## config.mk

```make
export PLATFORM = sky130hd
export DESIGN_NAME = cdb_arbiter
export DESIGN_NICKNAME = d
export VERILOG_FILES = /design/src/rtl/cdb_arbiter.sv
export SDC_FILE = /design/constraint.sdc
export NUM_CORES = 1
export LEC_CHECK = 0
export BUFFER_PORTS_ARGS = -buffer_cell sky130_fd_sc_hd__buf_2
export CORE_MARGIN = 8
export CORE_UTILIZATION = 57
export CTS_CLUSTER_SIZE = 24
export DETAILED_ROUTE_END_ITERATION = 7
export PLACE_DENSITY = 0.85
export SYNTH_ARGS = -nofsm -noshare
export SYNTH_HDL_FRONTEND = slang
export SYNTH_SLANG_ARGS = --single-unit
export TNS_END_PERCENT = 30
```

## constraint.sdc

```tcl
create_clock -name clk -period 3.5 [get_ports clk]
set_input_delay 0.35 -clock clk [delete_from_list [all_inputs] [get_ports clk]]
set_output_delay 0.35 -clock clk [all_outputs]
set_load 0.005 [all_outputs]
```

## src/rtl/cdb_arbiter.sv

```systemverilog
// Common-data-bus arbiter: per-source {tag,value} FIFOs feeding one registered broadcast bus.
// Define CDB_RR_EN for round-robin arbitration; the default build is fixed priority (lowest index wins).
module cdb_arbiter #(
  parameter int NSRC   = 3,
  parameter int DATA_W = 32,
  parameter int TAG_W  = 4,
  parameter int DEPTH  = 2,
  localparam int SRC_W = (NSRC > 1) ? $clog2(NSRC) : 1
) (
  input  logic                     clk,
  input  logic                     rst,
  input  logic                     rdy,
  input  logic                     clear,
  input  logic [NSRC-1:0]          src_valid,
  output logic [NSRC-1:0]          src_ready,
  input  logic [NSRC*TAG_W-1:0]    src_tag,
  input  logic [NSRC*DATA_W-1:0]   src_value,
  output logic                     cdb_valid,
  output logic [TAG_W-1:0]         cdb_tag,
  output logic [DATA_W-1:0]        cdb_value,
  output logic [SRC_W-1:0]         cdb_src
);

  localparam int PTR_W = (DEPTH > 1) ? $clog2(DEPTH) : 1;
  localparam int CNT_W = $clog2(DEPTH) + 1;
  localparam logic [CNT_W-1:0] FULL = CNT_W'(DEPTH);

  logic [TAG_W-1:0]  r_tagMem [NSRC][DEPTH];
  logic [DATA_W-1:0] r_valMem [NSRC][DEPTH];
  logic [PTR_W-1:0]  r_wrPtr  [NSRC];
  logic [PTR_W-1:0]  r_rdPtr  [NSRC];
  logic [CNT_W-1:0]  r_count  [NSRC];

  logic              r_cdbValid;
  logic [TAG_W-1:0]  r_cdbTag;
  logic [DATA_W-1:0] r_cdbValue;
  logic [SRC_W-1:0]  r_cdbSrc;
`ifdef CDB_RR_EN
  logic [SRC_W-1:0]  r_rrLast;
  logic [SRC_W-1:0]  w_idx;
`endif

  logic [NSRC-1:0]   w_ready;
  logic [NSRC-1:0]   w_push;
  logic [NSRC-1:0]   w_pop;
  logic [NSRC-1:0]   w_nonEmpty;
  logic              w_grantValid;
  logic [SRC_W-1:0]  w_grantIdx;

  function automatic logic [PTR_W-1:0] nextPtr(input logic [PTR_W-1:0] p);
    return (p == PTR_W'(DEPTH - 1)) ? '0 : p + 1'b1;
  endfunction

  // Ready looks only at the registered count, so a full FIFO stays not-ready even while it pops.
  always_comb begin
    for (int i = 0; i < NSRC; i++) begin
      w_nonEmpty[i] = (r_count[i] != '0);
      w_ready[i]    = rdy && !clear && (r_count[i] != FULL);
      w_push[i]     = src_valid[i] && w_ready[i];
    end
  end

  assign src_ready = w_ready;

  always_comb begin
    w_grantValid = 1'b0;
    w_grantIdx   = '0;
`ifdef CDB_RR_EN
    w_idx        = '0;
    for (int k = 1; k <= NSRC; k++) begin
      w_idx = SRC_W'((int'(r_rrLast) + k) % NSRC);
      if (!w_grantValid && w_nonEmpty[w_idx]) begin
        w_grantValid = 1'b1;
        w_grantIdx   = w_idx;
      end
    end
`else
    for (int i = NSRC - 1; i >= 0; i--) begin
      if (w_nonEmpty[i]) begin
        w_grantValid = 1'b1;
        w_grantIdx   = SRC_W'(i);
      end
    end
`endif
    for (int i = 0; i < NSRC; i++) begin
      w_pop[i] = w_grantValid && (w_grantIdx == SRC_W'(i));
    end
  end

  // Storage needs no reset: an entry is only read after its count says it was written.
  always_ff @(posedge clk) begin
    for (int i = 0; i < NSRC; i++) begin
      if (!rst && w_push[i]) begin
        r_tagMem[i][r_wrPtr[i]] <= src_tag[i*TAG_W +: TAG_W];
        r_valMem[i][r_wrPtr[i]] <= src_value[i*DATA_W +: DATA_W];
      end
    end
  end

  always_ff @(posedge clk) begin
    if (rst) begin
      for (int i = 0; i < NSRC; i++) begin
        r_wrPtr[i] <= '0;
        r_rdPtr[i] <= '0;
        r_count[i] <= '0;
      end
      r_cdbValid <= 1'b0;
      r_cdbTag   <= '0;
      r_cdbValue <= '0;
      r_cdbSrc   <= '0;
`ifdef CDB_RR_EN
      r_rrLast   <= SRC_W'(NSRC - 1);
`endif
    end else if (rdy) begin
      if (clear) begin
        for (int i = 0; i < NSRC; i++) begin
          r_wrPtr[i] <= '0;
          r_rdPtr[i] <= '0;
          r_count[i] <= '0;
        end
        r_cdbValid <= 1'b0;
      end else begin
        for (int i = 0; i < NSRC; i++) begin
          if (w_push[i]) r_wrPtr[i] <= nextPtr(r_wrPtr[i]);
          if (w_pop[i])  r_rdPtr[i] <= nextPtr(r_rdPtr[i]);
          r_count[i] <= r_count[i] + CNT_W'(w_push[i]) - CNT_W'(w_pop[i]);
        end
        r_cdbValid <= w_grantValid;
        if (w_grantValid) begin
          r_cdbTag   <= r_tagMem[w_grantIdx][r_rdPtr[w_grantIdx]];
          r_cdbValue <= r_valMem[w_grantIdx][r_rdPtr[w_grantIdx]];
          r_cdbSrc   <= w_grantIdx;
`ifdef CDB_RR_EN
          r_rrLast   <= w_grantIdx;
`endif
        end
      end
    end
  end

  assign cdb_valid = r_cdbValid;
  assign cdb_tag   = r_cdbTag;
  assign cdb_value = r_cdbValue;
  assign cdb_src   = r_cdbSrc;

endmodule

```

==> reports/qor.csv, run 1 <==
stage,metric,value,unit
cells_and_area,Area Growth Syn to Fin,24.9,%
global_routing,largest net degree at the start of global routing,75,
timing,RSZ-0062 raised after global routing,false,
synth,Synth cell types,33,
clocking,Clock Path Buffers,3,
critical_path,"Cell Chain, Critical Path",or2_2 > o21ai_0 > a31o_2 > a311o_1 > a311oi_2,
global_routing,global-route wire length before repair,41800,µm
global_routing,vias in the first global route,7824,
detailed_routing,WL per Instance,21.6,µm
power_and_ir_drop,clock share of power,37.9,%
detailed_routing,DR DRC count,0,
critical_path,"Arr. time, crit path",3.21,ns
synth,Syn Nets,892,
detailed_routing,Iter 0 DRT Violations,574,
timing,Max Clock Skew,0.0134,ns
critical_path,RR Startpoint,r_count[0][0],
timing,Slew Limit Fails,0,
power_and_ir_drop,part of the power in registers,50.8,%
synth,sequential element share of the synthesized area,71.7,%
detailed_routing,Pre-Repair DR Iteration Count,5,
die,die area,23300,µm²
detailed_routing,Routed Antenna Nets,0,
synth,synthesized instance count,772,
hold_path,Hold Crit Start,src_value[24],
critical_path,crit path max fanout,35,
global_routing,initial antenna violation count,1,
clocking,CTS Buf Count,27,
critical_path,FF-to-FF path depth,5,
critical_path,crit path launch type,flip-flop,
synth,Yosys reg bits,267,
critical_path,CP Class,reg -> reg,
global_routing,GRT Total Usage,22.4,%
clocking,CTS tree,built,
timing,Max-slew headroom,31.3,%
timing,final hold viol count,0,
global_routing,residual overflow from global routing,0,
clocking,Clock Tree Root,clkbuf_16,
die,Core Area,18500,µm²
power_and_ir_drop,VDD IR max,0.466,mV
power_and_ir_drop,combinational share of power,11.3,%
detailed_routing,final WL,27000,µm
cells_and_area,share of layout cells above drive strength 1,25.6,%
die,# rows,50,
critical_path,"Req. time, crit path",3.87,ns
flow_run,max-cap violations,0,
cells_and_area,"most common cell after layout, fill and taps aside",edfxtp_1,
die,die height,153,µm
cells_and_area,most frequent cells in the layout,"228 x edfxtp_1, 156 x buf_2, 117 x nor2_1",
timing,Worst-Margin Slew,1.03,ns
power_and_ir_drop,switching power,1.68,mW
placed_design,RePlAce Congestion,0.889,
die,# IOs,157,
power_and_ir_drop,internal power,5.36,mW
critical_path,Slowest cell on crit path,a31o_2,
synth,Yosys warning count,0,
power_and_ir_drop,PD cells,530,nW/µm²
timing,final setup fails,0,
power_and_ir_drop,Sw Share,23.9,%
hold_path,Hold Crit Class,in -> reg,
clocking,clock insertion delay at the later pin of the skew report,0.54,ns
die,die width,153,µm
critical_path,kind of end point of the critical path,flip-flop,
timing,fmax,352,MHz
timing,crit share post-route,81.1,%
cells_and_area,Layout fillers,1177,
placed_design,DP HPWL,16400,µm
critical_path,CP Launch Point,r_count[0][0],
clocking,Worst-path clk slew,0.06,ns
detailed_routing,routed via count,7594,
clocking,total setup buffers inserted after CTS,0,
timing,total negative slack,0,ns
critical_path,Critical Path Max Stage Delay,0.91,ns
placed_design,I/O Buffers,156,
run_status,run status,"finished, final reports clean",
synth,synthesized area per cell,13.8,µm²
power_and_ir_drop,Pleak,4.72,nW
cells_and_area,Layout Nets,1116,
timing,worst hold slack,0.0207,ns
clocking,CTS sink cnt,267,
timing,Period minus WS final,2.84,ns
hold_path,Worst Hold Path Cells,1,
detailed_routing,Avg Vias per Cell,6.07,
die,starting density of the core,57.5,%
clocking,H-tree depth,1,
synth,"Cell Area, Synth",10600,µm²
-- Yosys cell counts --
cell / number / area [µm²]
o21ai_0: 75 / 375
or4_1: 1 / 7.51
a31o_1: 1 / 8.76
clkbuf_1: 50 / 188
nand2_1: 80 / 300
a22oi_1: 1 / 7.51
inv_1: 10 / 37.5
mux2i_1: 4 / 40.0
nor2_2: 1 / 6.26
buf_6: 4 / 45.0
nor3_1: 5 / 25.0
nor2_1: 124 / 465
and3_1: 3 / 18.8
edfxtp_1: 228 / 6850
a21oi_1: 5 / 25.0
nand3b_1: 1 / 7.51
a31oi_2: 1 / 12.5
ha_1: 5 / 62.6
a31oi_1: 1 / 6.26
nand3_1: 4 / 20.0
or2_2: 2 / 12.5
a311o_1: 70 / 701
a311oi_1: 5 / 43.8
nor2b_1: 1 / 6.26
a311oi_2: 30 / 450
o211ai_1: 1 / 7.51
xnor2_1: 2 / 17.5
xor2_1: 3 / 26.3
or2_0: 1 / 6.26
nand2b_1: 5 / 31.3
and2_1: 4 / 25.0
buf_2: 5 / 25.0
dfxtp_1: 39 / 781
-- through the flow --
stage	instance area (µm²)	utilization (%)	worst slack, ns	cells	power (mW)
after floorplan	10600	-	0.465	772	4.09
after global placement	11700	63.2	0.827	1124	4.33
after detailed placement	11700	63.2	0.704	1124	4.36
after CTS	13200	71.5	0.675	1245	7.06
after global routing	13300	71.8	0.504	1251	7.28
final	13300	71.8	0.660	1251	7.04
-- worst max-delay path, delay by kind of cell, from the launching register on --
kind / cells / cell delay [ns]
compound gates: 4 / 1.71
simple gates: 1 / 0.54
flops: 1 / 0.43
-- power groups by stage --
stage | combinational, mW | clock, mW | sequential (mW)
after floorplan | 0.461 | 0 | 3.63
after global placement | 0.686 | 0 | 3.64
after detailed placement | 0.717 | 0 | 3.64
after CTS | 0.784 | 2.70 | 3.58
after global routing | 0.861 | 2.84 | 3.58
final | 0.795 | 2.67 | 3.58
-- metal layers --
metal	vias to the layer above	global-route usage, %	share of wire (%)
met1	3770	26.8	39
met4	0	11.0	4.2
met2	346	38.3	50
met3	83	4.14	7.2
li1	3395	-	-
met5	-	0	0
-- final cells by class --
class / count / area [µm²] / share of cell area, %
Tap cell: 234 / 293 / 2.20
Inverter: 10 / 37.5 / 0.282
Multi-Input combinational cell: 436 / 2800 / 21.1
Sequential cell: 267 / 7630 / 57.4
Timing Repair Buffer: 254 / 1710 / 12.9
Clock inverter: 10 / 72.6 / 0.546
Clock buffer: 39 / 751 / 5.65
Antenna cell: 1 / 2.50 / 0.0188
-- state kept, by name (all words and copies together), names as in the netlist --
name,count
r_valMem,192
cdb_value,32
r_tagMem,24
r_count,6
cdb_tag,4
r_rdPtr,3
r_wrPtr,3
cdb_src,2
cdb_valid,1
-- cells by family after synthesis --
group	synth area share (%)
compound gates	15.4
xor+xnor	0.412
fa+ha+maj	0.588
buf+inv	2.78
flops	71.7
mux	0.376
simple gates	8.76
-- path summary, 6_finish.rpt --
kind / endpoint / slack [ns]
setup / recovery: cdb_value[12] / 0.66
hold reg to reg: cdb_value[16] / 0.46
hold / removal: r_valMem[0][24] / 0.02
setup reg to reg: cdb_value[12] / 0.66
-- repair_timing --
| item | CTS | global route |
|---|---|---|
| gates resized for setup | 0 | 0 |
| hold buffers | 72 | 5 |
| endpoints found under the hold margin | 142 | 9 |
No activity file was read; power rests on OpenSTA's default activity.
==> run 2, diff against run 1 <==
--- a/config.mk
+++ b/config.mk
@@ -7,10 +7,10 @@
 export LEC_CHECK = 0
 export BUFFER_PORTS_ARGS = -buffer_cell sky130_fd_sc_hd__buf_2
 export CORE_MARGIN = 8
-export CORE_UTILIZATION = 57
+export CORE_UTILIZATION = 51
 export CTS_CLUSTER_SIZE = 24
 export DETAILED_ROUTE_END_ITERATION = 7
-export PLACE_DENSITY = 0.85
+export PLACE_DENSITY = 0.8
 export SYNTH_ARGS = -nofsm -noshare
 export SYNTH_HDL_FRONTEND = slang
 export SYNTH_SLANG_ARGS = --single-unit
==> constraint.sdc (replaced) <==
create_clock -name clk -period 2.35 [get_ports clk]
set_input_delay 0.235 -clock clk [delete_from_list [all_inputs] [get_ports clk]]
set_output_delay 0.235 -clock clk [all_outputs]
set_load 0.005 [all_outputs]
==> run 2 against run 1 <==
Compared with the run above:
- the run now ends with negative setup slack left
- final cell count rose by 8.2%
- critical path depth grew 1
- highest routed layer unchanged
- via count up 2.6%
- largest cell class unchanged
- worst hold slack improved by 0.14 ns
- sequential share of layout area shrank 3.8 points
==> reports/qor.csv, run 2 (synthesis gave the netlist of run 1 again) <==
stage,metric,value,unit
timing,Max Clock Skew,0.0141,ns
clocking,Clock Path Buffers,3,
timing,Slew Limit Fails,0,
detailed_routing,Avg Vias per Cell,5.75,
timing,fmax,415,MHz
clocking,CTS tree,built,
critical_path,CP Class,reg -> reg,
timing,Period minus WS final,2.41,ns
detailed_routing,Iter 0 DRT Violations,751,
die,starting density of the core,51.3,%
clocking,clock insertion delay at the later pin of the skew report,0.54,ns
detailed_routing,WL per Instance,22.4,µm
timing,crit share post-route,103,%
detailed_routing,Pre-Repair DR Iteration Count,5,
power_and_ir_drop,VDD IR max,0.661,mV
cells_and_area,Area Growth Syn to Fin,33.8,%
cells_and_area,final core utilization,68.6,%
die,die area,25700,µm²
timing,RSZ-0062 raised after global routing,true,
hold_path,Hold Crit Class,in -> reg,
cells_and_area,share of layout cells above drive strength 1,27.8,%
flow_run,max-cap violations,0,
detailed_routing,routed via count,7790,
cells_and_area,Largest register FFs,192,
critical_path,kind of end point of the critical path,flip-flop,
run_status,failing checks,negative setup slack,
run_status,run status,"finished, violations left",
placed_design,RePlAce Congestion,0.900,
cells_and_area,Layout Nets,1172,
timing,Max-slew headroom,43.9,%
timing,final hold viol count,0,
detailed_routing,final WL,30400,µm
global_routing,largest net degree at the start of global routing,70,
detailed_routing,Routed Antenna Nets,0,
clocking,Clock Tree Root,clkbuf_16,
global_routing,vias in the first global route,8297,
timing,final setup fails,21,
cells_and_area,"most common cell after layout, fill and taps aside",edfxtp_1,
detailed_routing,Met1 Routed Length,11400,µm
critical_path,crit path max fanout,27,
clocking,CTS Buf Count,28,
power_and_ir_drop,Power Total,11.3,mW
global_routing,global-route wire length before repair,46500,µm
detailed_routing,Max Used Layer,met4,
die,Core Area,20800,µm²
global_routing,residual overflow from global routing,0,
die,# rows,53,
placed_design,I/O Buffers,156,
clocking,CTS sink cnt,267,
die,die height,160,µm
detailed_routing,met3 WL post-DR,2470,µm
die,# IOs,157,
power_and_ir_drop,Pleak,5.09,nW
global_routing,GRT Total Usage,22.9,%
timing,Final WS setup,-0.0590,ns
power_and_ir_drop,PD cells,792,nW/µm²
critical_path,crit path launch type,flip-flop,
die,die width,160,µm
placed_design,DP HPWL,17200,µm
timing,Worst-Margin Slew,0.841,ns
critical_path,"Req. time, crit path",2.77,ns
cells_and_area,most frequent cells in the layout,"228 x edfxtp_1, 156 x buf_2, 117 x nor2_1",
clocking,H-tree depth,1,
global_routing,initial antenna violation count,4,
critical_path,"Arr. time, crit path",2.83,ns
detailed_routing,met2 wire length,15300,µm
clocking,Worst-path clk slew,0.06,ns
detailed_routing,DR DRC count,0,
==> run 2: worst paths after layout <==
kind	startpoint	to	slack, ns	cells past startpoint
worst max-delay path	r_count[0][0]	cdb_tag[0]	-0.06	6
worst min register to register	cdb_valid	cdb_valid	0.47	2
worst min-delay path	clear	r_rdPtr[1]	0.16	3
worst max register to register	r_count[0][0]	cdb_tag[0]	-0.06	6
==> run 2: what timing repair did <==
action                                 CTS  global route
setup endpoints to repair                1            37
buffers inserted                         0             3
endpoints found under the hold margin  216             0
cloned                                   0             2
pin swaps                                4             5
hold buffers                           108             0
gates resized for setup                  2            11
==> run 2: cell type report <==
| type | instances | area, µm² |
|---|---|---|
| diodes | 5 | 12.5 |
| flip-flops and latches | 267 | 7630 |
| inverters | 10 | 40.0 |
| fillers | 1344 | 6520 |
| clock buffers | 39 | 812 |
| clock inverters | 13 | 154 |
| repair buffers | 309 | 2400 |
| well taps | 275 | 344 |
| multi-input cells | 436 | 2850 |
==> run 2: power breakdown <==
group | total, mW | switching [mW] | internal (mW) | leakage, nW
Clock | 4.54 | 1.80 | 2.74 | 0.472
Sequential | 5.32 | 0.0625 | 5.26 | 2.40
Combinational | 1.41 | 0.781 | 0.634 | 2.22
==> run 2: per-stage QoR <==
step           setup TNS (ns)  cells  hold slack (ns)  setup slack [ns]  cell area, µm²
6_report               -0.455   1354            0.158           -0.0590           14200
5_1_grt                 -1.76   1353            0.166           -0.0792           14200
4_1_cts                     0   1344            0.139           0.00633           14100
3_5_place_dp         -0.00427   1184            0.426          -0.00427           12100
3_3_place_gp                0   1184            0.422            0.0285           12100
2_1_floorplan         -124.00    772            0.334            -0.570           10600
==> run 2: routing by layer <==
| layer | vias to the layer above | track usage [%] |
|---|---|---|
| met5 | - | 0 |
| met4 | 0 | 10.9 |
| met3 | 86 | 3.94 |
| met2 | 424 | 39.8 |
| met1 | 3774 | 27.2 |
| li1 | 3506 | - |
==> run 2: critical path, cell delays in order (launching register included) <==
cell,delay (ns)
edfxtp_1,0.40
or4_4,0.56
or2_4,0.28
a31o_2,0.25
buf_12,0.19
a311o_1,0.30
a311oi_2,0.31
==> run 3, diff against run 2 <==
--- a/config.mk
+++ b/config.mk
@@ -6,7 +6,7 @@
 export NUM_CORES = 1
 export LEC_CHECK = 0
 export BUFFER_PORTS_ARGS = -buffer_cell sky130_fd_sc_hd__buf_2
-export CORE_MARGIN = 8
+export CORE_MARGIN = 2
 export CORE_UTILIZATION = 51
 export CTS_CLUSTER_SIZE = 24
 export DETAILED_ROUTE_END_ITERATION = 7
==> run 3 against run 2 <==
Compared with the run above:
- first-iteration DRC count increased by 4.3%
- critical path type unchanged
- setup slack got worse by 0.082 ns
- final area fell by 0.70%
- largest cell class unchanged
- via count fell by 1.1%
- the flow still finishes with violations (negative setup slack)
- global-route usage up 2.5 points
- clock-buffer cell count increased by 2
==> reports/qor.csv, run 3 (synthesis gave the netlist of run 1 again) <==
stage,metric,value,unit
clocking,Clock Path Buffers,3,
detailed_routing,Pre-Repair DR Iteration Count,5,
timing,Slew Limit Fails,0,
placed_design,RePlAce Congestion,0.829,
detailed_routing,routed via count,7707,
cells_and_area,finished layout cell area,14100,µm²
clocking,CTS Buf Count,27,
cells_and_area,Layout fillers,1315,
clocking,Clock Tree Root,clkbuf_16,
detailed_routing,Avg Vias per Cell,5.74,
cells_and_area,most frequent cells in the layout,"228 x edfxtp_1, 156 x buf_2, 117 x nor2_1",
placed_design,I/O Buffers,156,
global_routing,global-route wire length before repair,42900,µm
cells_and_area,Largest register FFs,192,
critical_path,crit path launch type,flip-flop,
clocking,clock insertion delay at the later pin of the skew report,0.53,ns
cells_and_area,Layout Nets,1171,
die,Core Area,20400,µm²
power_and_ir_drop,Sw Share,23.3,%
cells_and_area,final core utilization,69.4,%
die,# rows,52,
timing,Final WS setup,-0.141,ns
power_and_ir_drop,clock share of power,38.2,%
critical_path,kind of end point of the critical path,flip-flop,
power_and_ir_drop,part of the power in registers,48.9,%
global_routing,initial antenna violation count,1,
timing,Worst-Margin Slew,0.818,ns
clocking,Worst-path clk slew,0.06,ns
power_and_ir_drop,internal power,8.35,mW
flow_run,max-cap violations,0,
global_routing,vias in the first global route,8032,
placed_design,area of placed instances,12100,µm²
placed_design,DP HPWL,16100,µm
clocking,H-tree depth,1,
power_and_ir_drop,combinational share of power,12.9,%
power_and_ir_drop,Pleak,5.06,nW
timing,worst hold slack,0.126,ns
detailed_routing,Iter 0 DRT Violations,783,
timing,crit share post-route,106,%
cells_and_area,"most common cell after layout, fill and taps aside",edfxtp_1,
detailed_routing,final WL,28300,µm
timing,RSZ-0062 raised after global routing,true,
die,starting density of the core,52.2,%
die,die width,148,µm
timing,Max Clock Skew,0.00982,ns
detailed_routing,DR DRC count,0,
power_and_ir_drop,Power Total,10.9,mW
cells_and_area,share of layout cells above drive strength 1,26.5,%
timing,Max-slew headroom,45.5,%
timing,Period minus WS final,2.49,ns
cells_and_area,Area Growth Syn to Fin,32.9,%
timing,total negative slack,-2.37,ns
clocking,CTS tree,built,
global_routing,GRT Total Usage,25.4,%
critical_path,"Arr. time, crit path",2.92,ns
detailed_routing,WL per Instance,21.1,µm
die,# IOs,157,
run_status,run status,"finished, violations left",
clocking,CTS sink cnt,267,
global_routing,residual overflow from global routing,0,
global_routing,largest net degree at the start of global routing,77,
critical_path,crit path max fanout,7,
timing,final setup fails,37,
run_status,failing checks,negative setup slack,
die,die height,148,µm
critical_path,"Req. time, crit path",2.78,ns
critical_path,CP Class,reg -> reg,
timing,final hold viol count,0,
power_and_ir_drop,PD cells,770,nW/µm²
detailed_routing,Routed Antenna Nets,0,
power_and_ir_drop,VDD IR max,0.582,mV
power_and_ir_drop,switching power,2.54,mW
hold_path,Hold Crit Class,in -> reg,
die,die area,22000,µm²
timing,fmax,402,MHz
run 3: cell types whose count changed in the layout (fill, tap and decap cells not counted), sizes merged:
cell	previous run	this run
clkinv	8	6
buf	199	200
clkinvlp	2	0
inv	10	11
bufinv	3	2
diode	5	1
clkbuf	41	42
run 3: worst paths after layout:
check / startpoint / to / slack, ns / depth (start not counted)
min: clear / r_rdPtr[1] / 0.13 / 3
max: r_count[0][0] / cdb_value[4] / -0.14 / 7
max reg2reg: r_count[0][0] / cdb_value[4] / -0.14 / 7
min reg2reg: cdb_value[16] / cdb_value[16] / 0.46 / 2
run 3: metal layers:
layer	up-vias	wire (µm)	global-route usage [%]
met5	-	0	0
met1	3743	10600	31.2
met4	0	1070	8.95
met3	83	2100	3.99
met2	370	14600	45.8
li1	3511	-	-
run 3: power groups by stage:
stage	combinational [mW]	sequential [mW]	clock, mW
4_1_cts	1.37	5.32	4.20
5_1_grt	1.51	5.33	4.39
2_1_floorplan	0.686	5.41	0
3_5_place_dp	1.15	5.42	0
3_3_place_gp	1.10	5.42	0
6_report	1.41	5.32	4.16
run 3: repair_timing:
item | 4_1_cts | 5_1_grt
hold endpoints to repair | 216 | 0
setup buffers | 3 | 1
gates resized for setup | 5 | 3
hold buffers | 108 | 0
cloned | 2 | 1
pin swaps | 4 | 10
setup endpoints to repair | 35 | 37
run 3: layout make-up:
type / instances / area, µm² / share of cell area, %
inverter: 10 / 37.5 / 0.265
sequential: 267 / 7630 / 53.9
timing repair buffer: 309 / 2450 / 17.3
multi-input combinational: 436 / 2820 / 19.9
tap: 270 / 338 / 2.39
clock inverter: 9 / 104 / 0.735
clock buffer: 41 / 758 / 5.36
antenna: 1 / 2.50 / 0.0177
run 3: critical path, stage by stage (launching register included):
cell and delay, ns:
edfxtp_1 0.38, or4_4 0.56, or2_4 0.28, buf_6 0.12, a31o_4 0.28, buf_12 0.17, a311o_1 0.31, a311oi_2 0.28
run 3: through the flow:
step	instances	worst slack, ns
floorplan	772	-0.570
global placement	1177	-0.0538
detailed placement	1177	-0.153
CTS	1340	-0.0948
global route	1343	-0.196
finish	1343	-0.141
